**config.mk**
```make
export PLATFORM = sky130hd
export DESIGN_NAME = fmul_arbiter_flat
export DESIGN_NICKNAME = d
export VERILOG_FILES = /design/src/rtl/fmul_arbiter_pkg.sv /design/src/rtl/fmul_arbiter_if.sv /design/src/rtl/fmul_arbiter_pipe.sv /design/src/rtl/fmul_arbiter.sv /design/src/flat_wrapper.sv
export SDC_FILE = /design/constraint.sdc
export NUM_CORES = 2
export LEC_CHECK = 0
export CORE_MARGIN = 3
export CORE_UTILIZATION = 50
export DETAILED_ROUTE_END_ITERATION = 10
export PLACE_DENSITY = 0.81
export SYNTH_ARGS = -nofsm -noshare
export SYNTH_HDL_FRONTEND = slang
export SYNTH_HIERARCHICAL = 1
export SYNTH_SLANG_ARGS = --single-unit
```
**constraint.sdc**
```tcl
create_clock -name clk -period 23.1 [get_ports clk]
set_input_delay 2.31 -clock clk [delete_from_list [all_inputs] [get_ports clk]]
set_output_delay 2.31 -clock clk [all_outputs]
set_load 0.01 [all_outputs]
```
**src/rtl/fmul_arbiter_pkg.sv**
```systemverilog
// Shared FP32 types and helpers for the fmul arbiter slice.
package fpu_pkg;

    localparam int unsigned FP32_W = 32;

    typedef struct packed {
        logic       s;
        logic [7:0] e;
        logic [22:0] m;
    } fp32_t;

    function automatic int unsigned id_w(input int unsigned n);
        return $clog2(n);
    endfunction

endpackage

```
**src/rtl/fmul_arbiter_if.sv**
```systemverilog
// Request/response bundle between the FPU issue logic and the shared multiplier.
interface fmul_arbiter_if #(
    parameter int unsigned NREQ = 4,
    parameter int unsigned IDW  = 2
);
    import fpu_pkg::*;

    logic [NREQ-1:0]        req_valid;
    logic [NREQ*FP32_W-1:0] req_x1;
    logic [NREQ*FP32_W-1:0] req_x2;
    logic [NREQ-1:0]        req_ready;
    logic                   rsp_valid;
    logic [IDW-1:0]         rsp_id;
    logic [FP32_W-1:0]      rsp_y;
    logic                   rsp_ovf;

    modport master (
        output req_valid, req_x1, req_x2,
        input  req_ready, rsp_valid, rsp_id, rsp_y, rsp_ovf
    );

    modport slave (
        input  req_valid, req_x1, req_x2,
        output req_ready, rsp_valid, rsp_id, rsp_y, rsp_ovf
    );

endinterface

```
**src/rtl/fmul_arbiter_pipe.sv**
```systemverilog
// FP32 multiply core (RNE, flush-to-zero, exponent saturates to infinity) and its
// fixed-latency pipeline carrying valid/id/ovf alongside the product.
module fmul
    import fpu_pkg::*;
(
    input  fp32_t a_i,
    input  fp32_t b_i,
    output fp32_t y_o,
    output logic  ovf_o
);
    logic [47:0]       prod;
    logic [23:0]       mant;
    logic              grd, stk, up;
    logic [24:0]       rnd;
    logic signed [9:0] ex;

    always_comb begin
        prod = {1'b1, a_i.m} * {1'b1, b_i.m};
        if (prod[47]) begin
            mant = prod[47:24];
            grd  = prod[23];
            stk  = |prod[22:0];
            ex   = $signed({2'b00, a_i.e}) + $signed({2'b00, b_i.e}) - 10'sd126;
        end else begin
            mant = prod[46:23];
            grd  = prod[22];
            stk  = |prod[21:0];
            ex   = $signed({2'b00, a_i.e}) + $signed({2'b00, b_i.e}) - 10'sd127;
        end
        up  = grd & (stk | mant[0]);
        rnd = {1'b0, mant} + {24'd0, up};
        // Rounding carry-out renormalises: mantissa becomes 1.0, exponent bumps.
        if (rnd[24]) begin
            ex  = ex + 10'sd1;
            rnd = rnd >> 1;
        end
        y_o   = '0;
        y_o.s = a_i.s ^ b_i.s;
        ovf_o = 1'b0;
        if (a_i.e == '0 || b_i.e == '0 || ex <= 10'sd0) begin
            y_o.e = '0;
            y_o.m = '0;
        end else if (ex >= 10'sd255) begin
            y_o.e = '1;
            y_o.m = '0;
            ovf_o = 1'b1;
        end else begin
            y_o.e = ex[7:0];
            y_o.m = rnd[22:0];
        end
    end
endmodule

module fmul_pipe
    import fpu_pkg::*;
#(
    parameter int unsigned LAT = 2,
    parameter int unsigned IDW = 2
) (
    input  logic           clk,
    input  logic           rstn,
    input  logic           vld_i,
    input  logic [IDW-1:0] id_i,
    input  fp32_t          x1_i,
    input  fp32_t          x2_i,
    output logic           vld_o,
    output logic [IDW-1:0] id_o,
    output fp32_t          y_o,
    output logic           ovf_o
);
    logic           s0_vld_q;
    logic [IDW-1:0] s0_id_q;
    fp32_t          s0_x1_q, s0_x2_q;
    fp32_t          f_y;
    logic           f_ovf;

    // Operands only load on accept so an idle pipe keeps presenting the last result.
    always_ff @(posedge clk or negedge rstn) begin
        if (!rstn) begin
            s0_vld_q <= 1'b0;
            s0_id_q  <= '0;
            s0_x1_q  <= '0;
            s0_x2_q  <= '0;
        end else begin
            s0_vld_q <= vld_i;
            if (vld_i) begin
                s0_id_q <= id_i;
                s0_x1_q <= x1_i;
                s0_x2_q <= x2_i;
            end
        end
    end

    fmul u_fmul (.a_i(s0_x1_q), .b_i(s0_x2_q), .y_o(f_y), .ovf_o(f_ovf));

    if (LAT == 1) begin : g_direct
        assign vld_o = s0_vld_q;
        assign id_o  = s0_id_q;
        assign y_o   = f_y;
        assign ovf_o = f_ovf;
    end else begin : g_regs
        typedef struct packed {
            logic           vld;
            logic [IDW-1:0] id;
            fp32_t          y;
            logic           ovf;
        } res_t;

        res_t res_q [LAT-1];

        always_ff @(posedge clk or negedge rstn) begin
            if (!rstn) begin
                for (int unsigned i = 0; i < LAT - 1; i++) res_q[i] <= '0;
            end else begin
                res_q[0].vld <= s0_vld_q;
                if (s0_vld_q) begin
                    res_q[0].id  <= s0_id_q;
                    res_q[0].y   <= f_y;
                    res_q[0].ovf <= f_ovf;
                end
                for (int unsigned i = 1; i < LAT - 1; i++) begin
                    res_q[i].vld <= res_q[i-1].vld;
                    if (res_q[i-1].vld) begin
                        res_q[i].id  <= res_q[i-1].id;
                        res_q[i].y   <= res_q[i-1].y;
                        res_q[i].ovf <= res_q[i-1].ovf;
                    end
                end
            end
        end

        assign vld_o = res_q[LAT-2].vld;
        assign id_o  = res_q[LAT-2].id;
        assign y_o   = res_q[LAT-2].y;
        assign ovf_o = res_q[LAT-2].ovf;
    end
endmodule

```
**src/rtl/fmul_arbiter.sv**
```systemverilog
// Round-robin front end sharing one pipelined FP32 multiplier among NREQ requesters,
// with an in-flight counter and sticky per-requester overflow flags.
module fmul_arbiter
    import fpu_pkg::*;
#(
    parameter int unsigned NREQ = 4,
    parameter int unsigned LAT  = 2
) (
    input  logic            clk,
    input  logic            rstn,
    input  logic            en,
    fmul_arbiter_if.slave   bus,
    input  logic [NREQ-1:0] ovf_clr,
    output logic [NREQ-1:0] ovf_flag,
    output logic            busy
);
    localparam int unsigned IDW = id_w(NREQ);
    localparam int unsigned CW  = $clog2(LAT + 1) + 1;

    logic [IDW-1:0]  rr_q, rr_d;
    logic [CW-1:0]   cnt_q, cnt_d;
    logic [NREQ-1:0] flag_q, flag_d;
    logic            gnt_any;
    logic [IDW-1:0]  gnt_id;
    int unsigned     idx;

    always_comb begin
        gnt_any = 1'b0;
        gnt_id  = '0;
        idx     = 0;
        if (en) begin
            for (int unsigned k = 0; k < NREQ; k++) begin
                idx = (32'(rr_q) + k) % NREQ;
                if (!gnt_any && bus.req_valid[IDW'(idx)]) begin
                    gnt_any = 1'b1;
                    gnt_id  = IDW'(idx);
                end
            end
        end
    end

    always_comb begin
        bus.req_ready = '0;
        if (gnt_any) bus.req_ready[gnt_id] = 1'b1;
    end

    fmul_pipe #(.LAT(LAT), .IDW(IDW)) u_pipe (
        .clk   (clk),
        .rstn  (rstn),
        .vld_i (gnt_any),
        .id_i  (gnt_id),
        .x1_i  (bus.req_x1[FP32_W*gnt_id +: FP32_W]),
        .x2_i  (bus.req_x2[FP32_W*gnt_id +: FP32_W]),
        .vld_o (bus.rsp_valid),
        .id_o  (bus.rsp_id),
        .y_o   (bus.rsp_y),
        .ovf_o (bus.rsp_ovf)
    );

    always_comb begin
        rr_d = rr_q;
        if (gnt_any) rr_d = (gnt_id == IDW'(NREQ - 1)) ? '0 : gnt_id + 1'b1;
        cnt_d  = cnt_q + CW'(gnt_any) - CW'(bus.rsp_valid);
        flag_d = flag_q & ~ovf_clr;
        if (bus.rsp_valid && bus.rsp_ovf) flag_d[bus.rsp_id] = 1'b1;
    end

    always_ff @(posedge clk or negedge rstn) begin
        if (!rstn) begin
            rr_q   <= '0;
            cnt_q  <= '0;
            flag_q <= '0;
        end else begin
            rr_q   <= rr_d;
            cnt_q  <= cnt_d;
            flag_q <= flag_d;
        end
    end

    assign ovf_flag = flag_q;
    assign busy     = (cnt_q != '0);

    a_cnt_bound: assert property (@(posedge clk) disable iff (!rstn) cnt_q <= CW'(LAT));

endmodule

```
**src/flat_wrapper.sv**
```systemverilog
// flat-port wrapper written by rule: the top's interface ports become plain ports
module fmul_arbiter_flat import fpu_pkg::*;
#(
    parameter int unsigned NREQ = 4,
    parameter int unsigned LAT  = 2
)
  (clk, rstn, en, ovf_clr, ovf_flag, busy, bus_req_valid, bus_req_x1, bus_req_x2, bus_req_ready, bus_rsp_valid, bus_rsp_id, bus_rsp_y, bus_rsp_ovf);
  fmul_arbiter_if #(.NREQ(NREQ), .IDW((2))) bus_i ();
  input  logic clk;
  input  logic rstn;
  input  logic en;
  input  logic [NREQ-1:0] ovf_clr;
  output logic [NREQ-1:0] ovf_flag;
  output logic busy;
  input wire logic [$bits(bus_i.req_valid)-1:0] bus_req_valid;
  input wire logic [$bits(bus_i.req_x1)-1:0] bus_req_x1;
  input wire logic [$bits(bus_i.req_x2)-1:0] bus_req_x2;
  output wire logic [$bits(bus_i.req_ready)-1:0] bus_req_ready;
  output wire logic [$bits(bus_i.rsp_valid)-1:0] bus_rsp_valid;
  output wire logic [$bits(bus_i.rsp_id)-1:0] bus_rsp_id;
  output wire logic [$bits(bus_i.rsp_y)-1:0] bus_rsp_y;
  output wire logic [$bits(bus_i.rsp_ovf)-1:0] bus_rsp_ovf;
  assign bus_i.req_valid = bus_req_valid;
  assign bus_i.req_x1 = bus_req_x1;
  assign bus_i.req_x2 = bus_req_x2;
  assign bus_req_ready = bus_i.req_ready;
  assign bus_rsp_valid = bus_i.rsp_valid;
  assign bus_rsp_id = bus_i.rsp_id;
  assign bus_rsp_y = bus_i.rsp_y;
  assign bus_rsp_ovf = bus_i.rsp_ovf;
  fmul_arbiter #(.NREQ(NREQ), .LAT(LAT)) u_core (.clk(clk), .rstn(rstn), .en(en), .bus(bus_i), .ovf_clr(ovf_clr), .ovf_flag(ovf_flag), .busy(busy));
endmodule
```
Yosys cells after proc, flatten, opt, wreduce, memory -nomap -nowiden
Cells that the tools add are included.
{"block": "word_totals", "regBits": 112, "out_inout_bits": 45, "inputBits": 267, "wordCells": 102}
{"block": "op_classes", "reduce_logical": 16, "mux": 38, "n_mul": 1, "shift": 2, "n_eq_ne": 1, "addsub": 11, "n_bitwise": 6, "order_cmp": 10}
{"operator": "$shiftx 128x8->32", "n": 2}
{"operator": "$mux 31", "n": 2}
{"operator": "$mul 24x24->48", "n": 1}
{"operator": "$add 24x1->25", "n": 1}
{"operator": "$mux 24", "n": 1}
{"operator": "$mux 23", "n": 1}
{"operator": "$reduce_or 23->1", "n": 1}
{"operator": "$reduce_or 22->1", "n": 1}
{"operator": "$mux 10", "n": 2}
{"operator": "$sub 10x8->10 const B", "n": 2}
{"operator": "$lt 2x3->1 const B", "n": 6}
{"operator": "$mux 1", "n": 18}
{"operator": "$logic_not 8->1", "n": 2}
{"operator": "$mux 2", "n": 6}
{"operator": "$add 10x2->10 const B", "n": 1}
{"operator": "$ge 10x9->1 const B", "n": 1}
{"operator": "$le 10x1->1 const B", "n": 1}
{"operator": "$add 8x8->9", "n": 1}
{"operator": "$bmux 1 s2", "n": 4}
{"operator": "$mux 4", "n": 2}
{"operator": "$logic_and 1x1->1", "n": 6}
{"operator": "$add 2x1->2 const B", "n": 2}
{"operator": "$add 2x2->2 const B", "n": 2}
{"operator": "$and 4x4->4", "n": 1}
{"operator": "other kinds (13)", "n": 18}

Depth between registers and ports, before layout
{"block": "depth", "word_depth": 21, "ltp_mapped": 42, "depth_no_buf": 35}

Cells and area by module
The synthesis kept the hierarchy.
{"mod": "fmul", "n_inst": 1, "cells_per_inst": 2695, "seq_area_each_um2": 0.0, "area_per_inst_um2": 22384.0}
{"mod": "fmul_pipe", "n_inst": 1, "cells_per_inst": 215, "seq_area_each_um2": 2577.5, "area_per_inst_um2": 3970.1}
{"mod": "fmul_arbiter", "n_inst": 1, "cells_per_inst": 138, "seq_area_each_um2": 225.2, "area_per_inst_um2": 2200.9}

Worst setup path after synthesis
No wires, ideal clock.
{"block": "synth_timing", "path_kind": "register to register", "from": "reg u_core/u_pipe/s0_x2_q[12] in the netlist's numbering", "to": "reg u_core.u_pipe.g_regs.res_q, in the netlist u_core/u_pipe/y_o[10]", "synth_period_minus_slack_ps": 9593, "setup_ps": 125, "required_time_ps": 22975, "stages_incl_launch_ff": 41, "arrival_time_ps": 9469, "path_buffers": 8, "setup_slack_ps": 13507, "path_cell_list": "dfrtp_1 -> clkbuf_1 -> clkbuf_1 -> nand2_1 -> fa_1 -> inv_1 -> fa_1 -> inv_1 -> fa_1 -> inv_1 -> fa_1 -> fa_1 -> fa_1 -> inv_1 -> fa_1 -> inv_1 -> ha_1 -> buf_2 -> (+5 left out) -> nand2_2 -> buf_4 -> clkbuf_1 -> clkbuf_1 -> a21oi_1 -> nor2_1 -> ha_1 -> and4bb_2 -> and4_4 -> o2111a_1 -> and4bb_1 -> buf_6 -> and4_1 -> o221ai_1 -> o211ai_4 -> buf_6 -> a31oi_2 -> mux2_2"}
{"element": "start, declared", "line_no": "fmul_arbiter_pipe.sv:73", "source": "fp32_t s0_x1_q, s0_x2_q;"}
{"element": "start signal, assigned", "line_no": "fmul_arbiter_pipe.sv:89", "source": "s0_x2_q <= x2_i;"}
{"element": "end, declared", "line_no": "fmul_arbiter_pipe.sv:109", "source": "res_t res_q [LAT-1];"}

==> results.toml <==
[outcome]
outcome = "complete, no violations"

[synthesis]
postSynthNetCount = 3990
post_synth_inst_count = 3048
ys.warnings.count = 6
post_synth_edffs = 0
yosysTopAreaCellShare_pct = 33.9
synth_cell_type_count = 108
synth.most_common_cell = "inv_1"
ys.flop_type = "dfrtp_1"
yosysTopAreaCell = "fa_1"
synth.cell_area_mm2 = 0.0286
synth.area.top_cells = "fa_1 (34%), dfrtp_1 (9.8%), ha_1 (8.4%)"
synth.cells.most_frequent = "inv_1 (598), fa_1 (484), nand2_1 (359)"
proportion_of_synthesized_chip_area_in_sequential_cells_pct = 9.82
syn_avg_cell_area_um2 = 9.37
ys_ff_latch = 112
synth-async-reset-ratio_pct = 100

[cts]
cts_root_buf = "clkbuf_16"
insertion_delay_ps = 400
cts_num_sinks = 112
cts_tree = "built"
clkTransAtPathRegs_ps = 100
ctsHoldBuffers = 0
cts_bufs_inserted = 9
depth_of_the_cts_h_tree = 3
cts_buffer_depth = 2
cts.repair.resized = 0
postCtsSetupRepairBufs = 0

[setup_path]
worst_r2r_startpoint = "u_core/u_pipe/s0_x2_q[8]"
worst_ep_arrival_time_ps = 11640
crit_type = "flip-flop to flip-flop"
cp_data_required_time_ps = 23370
timing.critical_path.fanout_max = 43
crit_slowest_cell = "dfrtp_1"
worst_reg2reg_endpoint = "u_core/u_pipe/y_o[11]"
setup.worst_path.end_class = "flip-flop"
slowest_delay_ps = 820
critical_path.startpoint_type = "flip-flop"
worst_setup_path_endpoint = "u_core/u_pipe/y_o[11]"
timing.critical_path.mode_cell = "fa_1"
rr_worst_depth = 36
timing_startpoint_of_the_critical_path = "u_core/u_pipe/s0_x2_q[8]"
reg2reg_setup_slack_ps = 11730

[final_layout]
fin_nets = 4181
syn_to_final_growth_pct = 13.1
antennaDiodeCount = 0
final_layout_size_suffix_gt1_share_pct = 8.23
layout.cells.non_filler = 3992

[die]
boundaryPins = 312
fp.dieArea_mm2 = 0.0600
die_height_um = 245
die-width_um = 245
std_cell_rows = 86
core_region_area_mm2 = 0.0558
floorplan.initialDensity_pct = 51.1

[grt]
grt-ovfl-total = 0
grt_usage_pct = 28.8
first_global_vias = 25200
grt_first_pass_wirelength_mm = 135
grt_antenna_before_repair = 0
maximum_number_of_pins_on_one_net_before_global_route_repair = 65

[drt]
ant_nets = 0
wirelength_met1_mm = 31.4
finalWirelength_mm = 83.6
wl_met3_mm = 7.19
top_signal_layer_used = "met4"
vias_per_cell = 5.75
drt_first_pass_iters = 6
route.met2.wl_mm = 40.2
drc = 0
post_drt_wl_per_cell_um = 20.9
drt_first_iter_violations = 1886
route.vias.total = 22900

[min_path]
hold_path.class = "flip-flop to flip-flop"

[placement]
number_of_input_and_output_port_buffers_inserted = 311
place.detailed.hpwl_mm = 68.0
numPlacedInstances = 3976
gpl.final_weighted_congestion = 0.963

[timing]
maxSlewViolCount = 0
post-route-period-util_pct = 49.2
final_period_minus_worst_setup_slack_ps = 11370
max_slew_margin_pct = 22.7
clock_skew_ps = 28.4
tightest_slew_ps = 1160
finalSetupViolations = 0
finalHoldViolCount = 0
fmaxAchievable_mhz = 88.0
setup_repair_after_global_routing_missed_its_margin = "no"
fin_setup_tns_ps = 0

[job]
max_cap_violations = 0
==> layout make-up <==
class                      count  area, µm²
fill                        4624      23500
multi-input combinational   2179      22700
timing repair buffer         336       3300
sequential                   112       2800
inverter                     601       2260
tap                          748        936
clock buffer                  11        253
clock inverter                 5       70.1
==> critical path, delay by kind of cell (launching register included) <==
kind	cells	cell delay, ps
adders and majority gates	9	4070
and+or+nand+nor	10	2420
AOI/OAI and AO/OA	8	2260
buffers and inverters	8	1270
DFF	1	820
muxes	1	300
==> per-stage QoR <==
stage	hold slack [ps]	area [µm²]	worst slack (ps)	utilization [%]
CTS	473	32300	11970	57.8
floorplan	349	28600	13510	-
global placement	459	32000	12220	57.3
finish	475	32300	11730	57.8
detailed placement	458	32000	12030	57.3
global route	509	32300	11310	57.8
==> cell families after synthesis <==
logic type / share of synthesized area (%)
AND/OR/NAND/NOR: 16.9
buffers and inverters: 10.8
adder cells (fa/ha/maj): 42.3
AO/OA/AOI/OAI: 8.08
multiplexers: 10.3
flip-flops: 9.82
XOR/XNOR: 1.89
==> per-layer routing <==
layer,GRT usage (%),vias to the layer above
li1,-,10100
met1,35.2,11400
met2,48.4,1167
met3,5.64,236
met4,14.9,0
met5,0,-
==> sequential cells by signal, summed over array words and instances (netlist names) <==
| signal | cells |
|---|---|
| u_core/u_pipe/s0_x1_q | 32 |
| u_core/u_pipe/s0_x2_q | 32 |
| u_core/u_pipe/y_o | 32 |
| u_core/ovf_flag | 4 |
| u_core/cnt_q | 3 |
| u_core/rr_q | 2 |
| u_core/u_pipe/id_o | 2 |
| u_core/u_pipe/s0_id_q | 2 |
| u_core/u_pipe/ovf_o | 1 |
| u_core/u_pipe/s0_vld_q | 1 |
| u_core/u_pipe/vld_o | 1 |
==> placed cells by master, fill, tap and decap left out, types with 5 or more instances in the layout <==
cell type and instances:
a211oi_1 9, a21o_1 24, a21oi_1 82, a21oi_2 7, a221o_1 5, a31oi_1 9
and2_1 262, and3_1 14, and4_1 12, buf_4 26, clkbuf_16 9, clkdlybuf4s50_1 310
dfrtp_1 112, fa_1 484, ha_1 191, inv_1 597, mux2_2 64, mux2_4 41
mux2i_1 15, mux4_2 64, nand2_1 359, nand2b_1 7, nand3_1 24, nand3b_1 5
nand4_1 27, nor2_1 113, nor2b_1 7, nor3_1 34, nor4_1 22, o211a_1 5
o211ai_1 16, o21a_1 11, o21ai_0 60, o21ai_1 9, o21bai_1 6, or3_1 10
or4_1 5, xnor2_1 32, xor2_1 26
==> how the worst min path moves through the flow <==
stage / startpoint / to / slack [ps] / cells past startpoint
2_1_floorplan: u_core/u_pipe/s0_vld_q / u_core/u_pipe/vld_o / 350 / 0
3_3_place_gp: u_core/cnt_q[2] / u_core/cnt_q[2] / 460 / 1
3_5_place_dp: u_core/cnt_q[2] / u_core/cnt_q[2] / 460 / 1
4_1_cts: u_core/cnt_q[2] / u_core/cnt_q[2] / 470 / 1
5_1_grt: u_core/cnt_q[2] / u_core/cnt_q[2] / 510 / 1
6_report: u_core/cnt_q[2] / u_core/cnt_q[2] / 470 / 1
Power is not shown: default switching activity piles up to over one toggle a cycle in this logic, so the estimate is an artifact.
